$ cat src/rtl/tanh_pwl_pipe.sv
// Multi-lane signed fixed-point tanh: hard clip or 8-segment PWL, 3-stage valid/ready pipe.
// Stages: S1 abs/segment index, S2 slope*fraction, S3 add/sign/saturate.
module tanh_pwl_pipe #(
  parameter int DATA_WIDTH = 32,
  parameter int FRAC_WIDTH = 16,
  parameter int LANES      = 1
) (
  input  logic                        clk,
  input  logic                        rst_n,
  input  logic                        in_valid,
  output logic                        in_ready,
  input  logic                        in_mode,
  input  logic [LANES*DATA_WIDTH-1:0] in_data,
  output logic                        out_valid,
  input  logic                        out_ready,
  output logic [LANES*DATA_WIDTH-1:0] out_data
);

  localparam int AW = DATA_WIDTH - 1;
  localparam int MW = FRAC_WIDTH + 1;
  localparam int PW = 2 * FRAC_WIDTH - 1;
  localparam logic [AW-1:0] ONE_A = AW'(1) << FRAC_WIDTH;
  localparam logic [AW-1:0] SAT_A = AW'(1) << (FRAC_WIDTH + 2);
  localparam logic [MW-1:0] ONE_M = MW'(1) << FRAC_WIDTH;

  // tanh sampled every 0.5 on [0,4], Q0.16, rescaled to the configured fraction width
  function automatic logic [FRAC_WIDTH-1:0] knot(input logic [3:0] idx);
    logic [15:0] q;
    case (idx)
      4'd0:    q = 16'd0;
      4'd1:    q = 16'd30285;
      4'd2:    q = 16'd49912;
      4'd3:    q = 16'd59320;
      4'd4:    q = 16'd63178;
      4'd5:    q = 16'd64659;
      4'd6:    q = 16'd65212;
      4'd7:    q = 16'd65417;
      default: q = 16'd65492;
    endcase
    return FRAC_WIDTH'(q) << (FRAC_WIDTH - 16);
  endfunction

  logic v1, v2, v3;
  logic md1, md2;
  logic adv;

  assign adv       = !v3 || out_ready;
  assign in_ready  = adv;
  assign out_valid = v3;

  always_ff @(posedge clk) begin
    if (!rst_n) begin
      v1 <= 1'b0;
      v2 <= 1'b0;
      v3 <= 1'b0;
    end else if (adv) begin
      v1 <= in_valid;
      v2 <= v1;
      v3 <= v2;
    end
  end

  always_ff @(posedge clk) begin
    if (adv && in_valid) md1 <= in_mode;
    if (adv && v1)       md2 <= md1;
  end

  for (genvar l = 0; l < LANES; l++) begin : g_lane
    logic [DATA_WIDTH-1:0] x;
    logic [AW-1:0]         a;
    logic [MW-1:0]         clip_c;

    logic                  s1_sgn, s1_sat;
    logic [MW-1:0]         s1_clip;
    logic [2:0]            s1_k;
    logic [FRAC_WIDTH-2:0] s1_f;

    logic [FRAC_WIDTH-1:0] base_c, diff_c, prod_c;

    logic                  s2_sgn, s2_sat;
    logic [MW-1:0]         s2_clip;
    logic [FRAC_WIDTH-1:0] s2_base, s2_p;

    logic [MW-1:0]         pwl_c, m_c;
    logic [DATA_WIDTH-1:0] y_c, y_q;

    assign x = in_data[l*DATA_WIDTH +: DATA_WIDTH];

    // most-negative input has no positive twin; pin it to the largest magnitude instead of wrapping
    always_comb begin
      if (!x[DATA_WIDTH-1])
        a = x[AW-1:0];
      else if (x[AW-1:0] == '0)
        a = '1;
      else
        a = ~x[AW-1:0] + AW'(1);
      clip_c = (a >= ONE_A) ? ONE_M : a[MW-1:0];
    end

    always_comb begin
      base_c = knot({1'b0, s1_k});
      diff_c = knot({1'b0, s1_k} + 4'd1) - base_c;
      prod_c = FRAC_WIDTH'((PW'(diff_c) * PW'(s1_f)) >> (FRAC_WIDTH - 1));
    end

    always_comb begin
      pwl_c = MW'(s2_base) + MW'(s2_p);
      if (md2)
        m_c = s2_sat ? ONE_M : pwl_c;
      else
        m_c = s2_clip;
      y_c = DATA_WIDTH'(m_c);
      if (s2_sgn) y_c = -y_c;
    end

    always_ff @(posedge clk) begin
      if (adv && in_valid) begin
        s1_sgn  <= x[DATA_WIDTH-1];
        s1_sat  <= (a >= SAT_A);
        s1_clip <= clip_c;
        s1_k    <= a[FRAC_WIDTH+1:FRAC_WIDTH-1];
        s1_f    <= a[FRAC_WIDTH-2:0];
      end
      if (adv && v1) begin
        s2_sgn  <= s1_sgn;
        s2_sat  <= s1_sat;
        s2_clip <= s1_clip;
        s2_base <= base_c;
        s2_p    <= prod_c;
      end
    end

    always_ff @(posedge clk) begin
      if (!rst_n)
        y_q <= '0;
      else if (adv && v2)
        y_q <= y_c;
    end

    assign out_data[l*DATA_WIDTH +: DATA_WIDTH] = y_q;
  end

endmodule

$ cat config.mk
export PLATFORM = sky130hd
export DESIGN_NAME = tanh_pwl_pipe
export DESIGN_NICKNAME = d
export VERILOG_FILES = /design/src/rtl/tanh_pwl_pipe.sv
export SDC_FILE = /design/constraint.sdc
export NUM_CORES = 1
export LEC_CHECK = 0
export ABC_AREA = 1
export ABC_CLOCK_PERIOD_IN_PS = 11150
export CAP_MARGIN = 20
export CELL_PAD_IN_SITES_DETAIL_PLACEMENT = 0
export CELL_PAD_IN_SITES_GLOBAL_PLACEMENT = 1
export CORE_UTILIZATION = 48
export DETAILED_ROUTE_END_ITERATION = 8
export HOLD_SLACK_MARGIN = 0.02
export PLACE_DENSITY = 0.85
export SLEW_MARGIN = 20
export SYNTH_ARGS = -nofsm -noshare
export SYNTH_HDL_FRONTEND = slang
export SYNTH_SLANG_ARGS = --single-unit
$ cat constraint.sdc
create_clock -name clk -period 11.15 [get_ports clk]
set_clock_uncertainty 0.1 [all_clocks]
set_input_delay 1.115 -clock clk [delete_from_list [all_inputs] [get_ports clk]]
set_output_delay 1.115 -clock clk [all_outputs]
set_load 0.02 [all_outputs]
==> reports/metrics.yaml, run 1 <==
outcome:
  status: "finished, final reports clean"
yosys:
  synth_area_mm2: 0.01591
  synth.avg_cell_area_um2: 7.861
  ys.flop_type: "edfxtp_1"
  synthArstFlopShare: 0
  ys_warn_count: 0
  synth_nets: 2378
  synth_edf_count: 87
  seq_area_frac_synth: 0.2246
  postSynthRegisterBits: 135
  syn_inst: 2024
  yosysUniqueCellTypes: 49
cells_and_area:
  nets: 2436
  drive_gt1_frac: 0.05298
  postLayoutCoreUtil: 0.5427
  n_antenna_cell: 0
  area_growth_pct: 10.97
  final_cells: 2537
clock_network:
  cts_max_path_buffers: 2
  clock-sinks: 135
  clockRootBuffer: "clkbuf_16"
  ctsHoldBuffers: 0
  cts_tree: "built"
  cts_setup_buffers: 0
  ctsResizeCount: 0
  cts.clk_slew.worst_paths_ps: 60
  cts_made_buffers: 17
  worstSkewPairLatency_ps: 420
  cts_max_level: 4
timing:
  hold_viol_final: 0
  worst_pin_slew_ps: 750.3
  setup-violations-final: 0
  setup_tns_ps: 0
  final.min_clock_period_ps: 9054
  finalCritPeriodShare: 0.8120
  rsz0062_at_grt: "false"
  slew_headroom: 0.4998
  fmax_ghz: 0.1104
  hold_ws_ps: 314.6
  final_max_slew_viol_count: 0
global_routing:
  first_global_vias: 12860
  grt_overflow: 0
  grt_max_degree: 50
  grt_pass1_wl_mm: 67.53
  grt_antenna_before_repair: 0
  grt_util_all_layers: 0.2587
worst_setup_path:
  path_buf_inv: 7
  crit_path_frequent_cell: "fa_1"
  path_max_fanout: 10
  cp-start-kind: "register"
  end_kind: "register"
  cp_slowest_stage_delay_ps: 590
  cp_top_family: "adder cells"
  crit_required_ps: 11220
  slowest_stage: "xor2_1"
  cp.arrival_ps: 9130
  ff2ff_setup_slack_ps: 2100
  critPathKind: "reg -> reg"
die:
  start_util: 0.4890
  die_h_um: 184.1
  fp.dieW_um: 184.1
  dieArea_mm2: 0.03388
  io_pins: 71
  core_area_mm2: 0.03254
  fp-row-count: 66
placed_design:
  place.gp.congestion: 0.9326
  dp.cells: 2505
  place_hpwl_mm: 34.89
  portBuffers: 70
detailed_routing:
  detail_route.first_pass.iterations: 6
  drt.antenna.violating_nets: 0
  drtIter0Drc: 1039
  via_count: 13130
  routedWlPerCell_um: 16.49
  via_per_inst: 5.174
  drc: 0
  drt_wl_total_mm: 41.83
flow_run:
  maxCapViolCount: 0
worst_hold_path:
  hold_class: "reg -> reg"
-- cell usage in the layout (no fill, tap or decap), types with 8 or more instances in the layout --
master	count
nand4_1	15
clkbuf_16	20
o21ai_1	8
nand3_1	92
ha_1	136
xnor2_1	17
fa_1	181
xor2_1	33
nor2_1	274
dfxtp_1	48
nor2_4	14
a21oi_1	94
clkdlybuf4s50_1	70
o21ai_0	53
nor2_2	13
inv_2	14
inv_1	407
nor3_1	19
nand2_1	404
edfxtp_1	87
-- sequential cells by signal, summed over array words and instances (netlist names) --
name	cells
md2	1
g_lane.s2_sat	1
g_lane.s2_p	16
g_lane.s1_sgn	1
v2	1
g_lane.s2_base	13
g_lane.s1_k	3
g_lane.s1_clip	17
g_lane.s2_sgn	1
md1	1
g_lane.s2_clip	17
v1	1
g_lane.base_c	13
out_data	32
g_lane.s1_f	15
out_valid	1
g_lane.s1_sat	1
-- area by class of cell --
cell class	instances	area [um2]
Fill cell	3184	14880
Multi-Input combinational cell	1425	10570
Sequential cell	135	3573
Inverter	427	1603
Timing Repair Buffer	76	745.7
Tap cell	442	553.0
Clock buffer	24	535.5
Clock inverter	8	78.83
-- worst paths after layout --
path	start	end	cells past startpoint
max	g_lane[0].s1_k[0]	g_lane[0].s2_p[15]	33
max reg2reg	g_lane[0].s1_k[0]	g_lane[0].s2_p[15]	33
min reg2reg	md1	md2	0
min	md1	md2	0
-- per-stage QoR --
stage / setup WS, ps / area, um2
after global routing: 1376 / 17660
after floorplan: 3220 / 15910
final: 2096 / 17660
after global placement: 2529 / 17040
after CTS: 2163 / 17660
after detailed placement: 2189 / 17040
-- per-layer routing --
layer	vias up	wire length, um	track usage
met4	0	592	0.05133
met2	412	18690	0.4020
met3	40	2722	0.04378
li1	6366	-	-
met1	6309	19830	0.3788
met5	-	0	0
-- cells in the mapped netlist, types with 3 or more instances --
cell      instances  area (um2)
inv_1           408        1531
nand2_1         404        1516
nor2_1          275        1032
fa_1            181        3623
ha_1            136        1702
a21oi_1          94       470.5
nand3_1          92       460.4
edfxtp_1         87        2613
o21ai_0          53       265.3
dfxtp_1          48       960.9
xor2_1           33       289.0
clkbuf_1         29       108.9
nor3_1           19       95.09
xnor2_1          17       148.9
nand4_1          15       93.84
inv_2            14       52.55
nor2_4           14       157.7
nor2_2           12       75.07
o21ai_1           8       40.04
nand2_2           7       43.79
o21ai_2           7       61.31
or2_2             7       43.79
a31oi_1           6       37.54
buf_2             6       30.03
clkinv_1          5       18.77
nand3_2           4       40.04
o21bai_1          4       30.03
nand3b_1          3       22.52
o21a_1            3       22.52
o221ai_1          3       26.28
o31ai_1           3       22.52
-- logic make-up after synthesis --
group           synth area share
fa+ha+maj                 0.3347
compound gates           0.06920
xor+xnor                 0.02957
simple gates              0.2306
buf+inv                   0.1114
flops                     0.2246
Power of run 1 is not shown: default switching activity piles up to over one toggle a cycle in this logic, so the estimate is an artifact.
==> run 2, diff against run 1 <==
--- a/config.mk
+++ b/config.mk
@@ -6,7 +6,7 @@
 export NUM_CORES = 1
 export LEC_CHECK = 0
 export ABC_AREA = 1
-export ABC_CLOCK_PERIOD_IN_PS = 11150
+export ABC_CLOCK_PERIOD_IN_PS = 8500
 export CAP_MARGIN = 20
 export CELL_PAD_IN_SITES_DETAIL_PLACEMENT = 0
 export CELL_PAD_IN_SITES_GLOBAL_PLACEMENT = 1
==> constraint.sdc (replaced) <==
create_clock -name clk -period 8.5 [get_ports clk]
set_clock_uncertainty 0.1 [all_clocks]
set_input_delay 0.85 -clock clk [delete_from_list [all_inputs] [get_ports clk]]
set_output_delay 0.85 -clock clk [all_outputs]
set_load 0.02 [all_outputs]
==> run 2 against run 1 <==
Count of clock-buffer cells in the layout shrank 3. Sequential share of layout area shrank 0.47 points. Fmax grew 10%.
==> reports/metrics.yaml, run 2 (same netlist as run 1, synthesis figures left out) <==
clock_network:
  cts_tree: "built"
  cts.clk_slew.worst_paths_ps: 60  # about the same
  cts_max_level: 4  # unchanged
  cts_made_buffers: 17  # unchanged
  clock-sinks: 135  # unchanged
  ctsHoldBuffers: 0  # unchanged
  worstSkewPairLatency_ps: 410  # about the same
  clockRootBuffer: "clkbuf_16"
  cts_max_path_buffers: 2  # unchanged
cells_and_area:
  postLayoutCoreUtil: 0.5556  # +0.01296
  drive_gt1_frac: 0.08745  # +0.03446
  most-common-layout-cells: "401 x inv_1, 398 x nand2_1, 273 x nor2_1, 179 x fa_1, 124 x ha_1"
  area_growth_pct: 13.62
  final_common_cell: "inv_1"
  final_design_area_no_fill_mm2: 0.01808  # +2.4%
  largest_register_ffs: 32  # unchanged
  fillCellCount: 3124  # -1.9%
  n_antenna_cell: 0  # unchanged
  nets: 2468  # +1.3%
die:
  fp-row-count: 66  # unchanged
  fp.dieW_um: 184.1  # unchanged
  start_util: 0.4890  # unchanged
  die_h_um: 184.1  # unchanged
  io_pins: 71  # unchanged
  core_area_mm2: 0.03254  # unchanged
  dieArea_mm2: 0.03388  # unchanged
timing:
  final_max_slew_viol_count: 0  # unchanged
  hold_ws_ps: 316.3  # +1.653 ps
  layout_setup_ws_ps: 272.6  # -1823 ps
  hold_viol_final: 0  # unchanged
  fmax_ghz: 0.1215  # +10%
  setup-violations-final: 0  # unchanged
  final.min_clock_period_ps: 8227  # -826.6 ps
  slew_headroom: 0.4224  # -0.07738
  finalCritPeriodShare: 0.9679  # +0.1559
  worst_pin_slew_ps: 866.4  # +116.1 ps
worst_setup_path:
  slowest_stage: "fa_1"
  crit_path_frequent_cell: "fa_1"
  rr_startpoint: "g_lane[0].s1_k[1]"
  cp-start-kind: "register"
  path_max_fanout: 7  # -3
  crit_required_ps: 8680  # -2540 ps
  ff2ff_setup_slack_ps: 270  # -1820 ps
  reg2reg_to: "g_lane[0].s2_p[15]"
  end_kind: "register"
  crit_end: "g_lane[0].s2_p[15]"
  reg2reg_depth: 36  # +9.1%
  cp-startpoint: "g_lane[0].s1_k[1]"
  critPathKind: "reg -> reg"
  cp_slowest_stage_delay_ps: 550  # -40 ps
  cp.arrival_ps: 8410  # -720 ps
global_routing:
  grt_max_degree: 50  # unchanged
  grt_antenna_before_repair: 0  # unchanged
  grt_overflow: 0  # unchanged
  grt_pass1_wl_mm: 66.49  # -1.5%
  grt_util_all_layers: 0.2563  # -0.002444
  first_global_vias: 12880  # +0.15%
worst_hold_path:
  hold_class: "reg -> reg"
detailed_routing:
  drt_wl_total_mm: 41.96  # +0.30%
  drt.antenna.violating_nets: 0  # unchanged
  drc: 0  # unchanged
  via_count: 13230  # +0.80%
  drtIter0Drc: 847  # -18%
  routedWlPerCell_um: 16.33  # -0.95%
  detail_route.first_pass.iterations: 7  # +1
  via_per_inst: 5.151  # -0.46%
flow_run:
  maxCapViolCount: 0  # unchanged
placed_design:
  portBuffers: 70  # unchanged
  place.gp.congestion: 0.9551  # +2.4%
  dp_slack_ps: -121.4  # -2311 ps
  place_hpwl_mm: 35.28  # +1.1%
  dpl_cell_area_mm2: 0.01718  # +0.79%
outcome:
  status: "finished, final reports clean"
run 2: cell count changes in the layout (fill, tap and decap cells not counted), sizes merged:
cell	before	now
buf	6	38
clkbuf	24	21
inv	424	423
clkinv	9	13
run 2: metal layers:
metal | share of wire | vias to the layer above | GRT usage
met4 | 0.029 | 0 | 0.08267
met2 | 0.44 | 386 | 0.3882
met1 | 0.46 | 6369 | 0.3689
li1 | - | 6425 | -
met5 | 0 | - | 0
met3 | 0.070 | 52 | 0.04715
run 2: cell type report:
cell class | count | area, um2 | area share
timing repair buffer | 108 | 985.9 | 0.05454
tap | 442 | 553.0 | 0.03059
multi-input combinational | 1425 | 10780 | 0.5964
clock inverter | 11 | 95.09 | 0.005260
clock buffer | 21 | 481.7 | 0.02665
sequential | 135 | 3573 | 0.1977
inverter | 427 | 1607 | 0.08886
run 2: stage by stage:
| step | TNS [ps] | instances |
|---|---|---|
| after floorplan | 0 | 2024 |
| final | 0 | 2569 |
| after CTS | 0 | 2555 |
| after global routing | -243.4 | 2569 |
| after detailed placement | -150.7 | 2523 |
| after global placement | 0 | 2523 |
run 2: worst max-delay path, delay by kind of cell (launching register included):
kind / cells / cell delay [ps]
AO/OA/AOI/OAI: 6 / 1040
flip-flops: 1 / 450
AND/OR/NAND/NOR: 13 / 1660
buffers and inverters: 7 / 720
adder cells (fa/ha/maj): 10 / 4120
run 2: worst min-delay path by stage:
| stage | start | endpoint | depth (start not counted) |
|---|---|---|---|
| floorplan | g_lane[0].s1_clip[0] | g_lane[0].s2_clip[0] | 0 |
| finish | g_lane[0].s1_clip[11] | g_lane[0].s2_clip[11] | 0 |
| global route | g_lane[0].s1_clip[11] | g_lane[0].s2_clip[11] | 0 |
| global placement | md1 | md2 | 0 |
| detailed placement | g_lane[0].s1_clip[16] | g_lane[0].s2_clip[16] | 0 |
| CTS | g_lane[0].s1_clip[11] | g_lane[0].s2_clip[11] | 0 |
run 2: what timing repair did:
| action | in CTS | in global routing |
|---|---|---|
| setup buffers | 0 | 14 |
| resized for setup | 3 | 51 |
| pin swaps | 0 | 15 |
| setup endpoints to repair | 3 | 16 |
Power of run 2 is left out for the same reason.
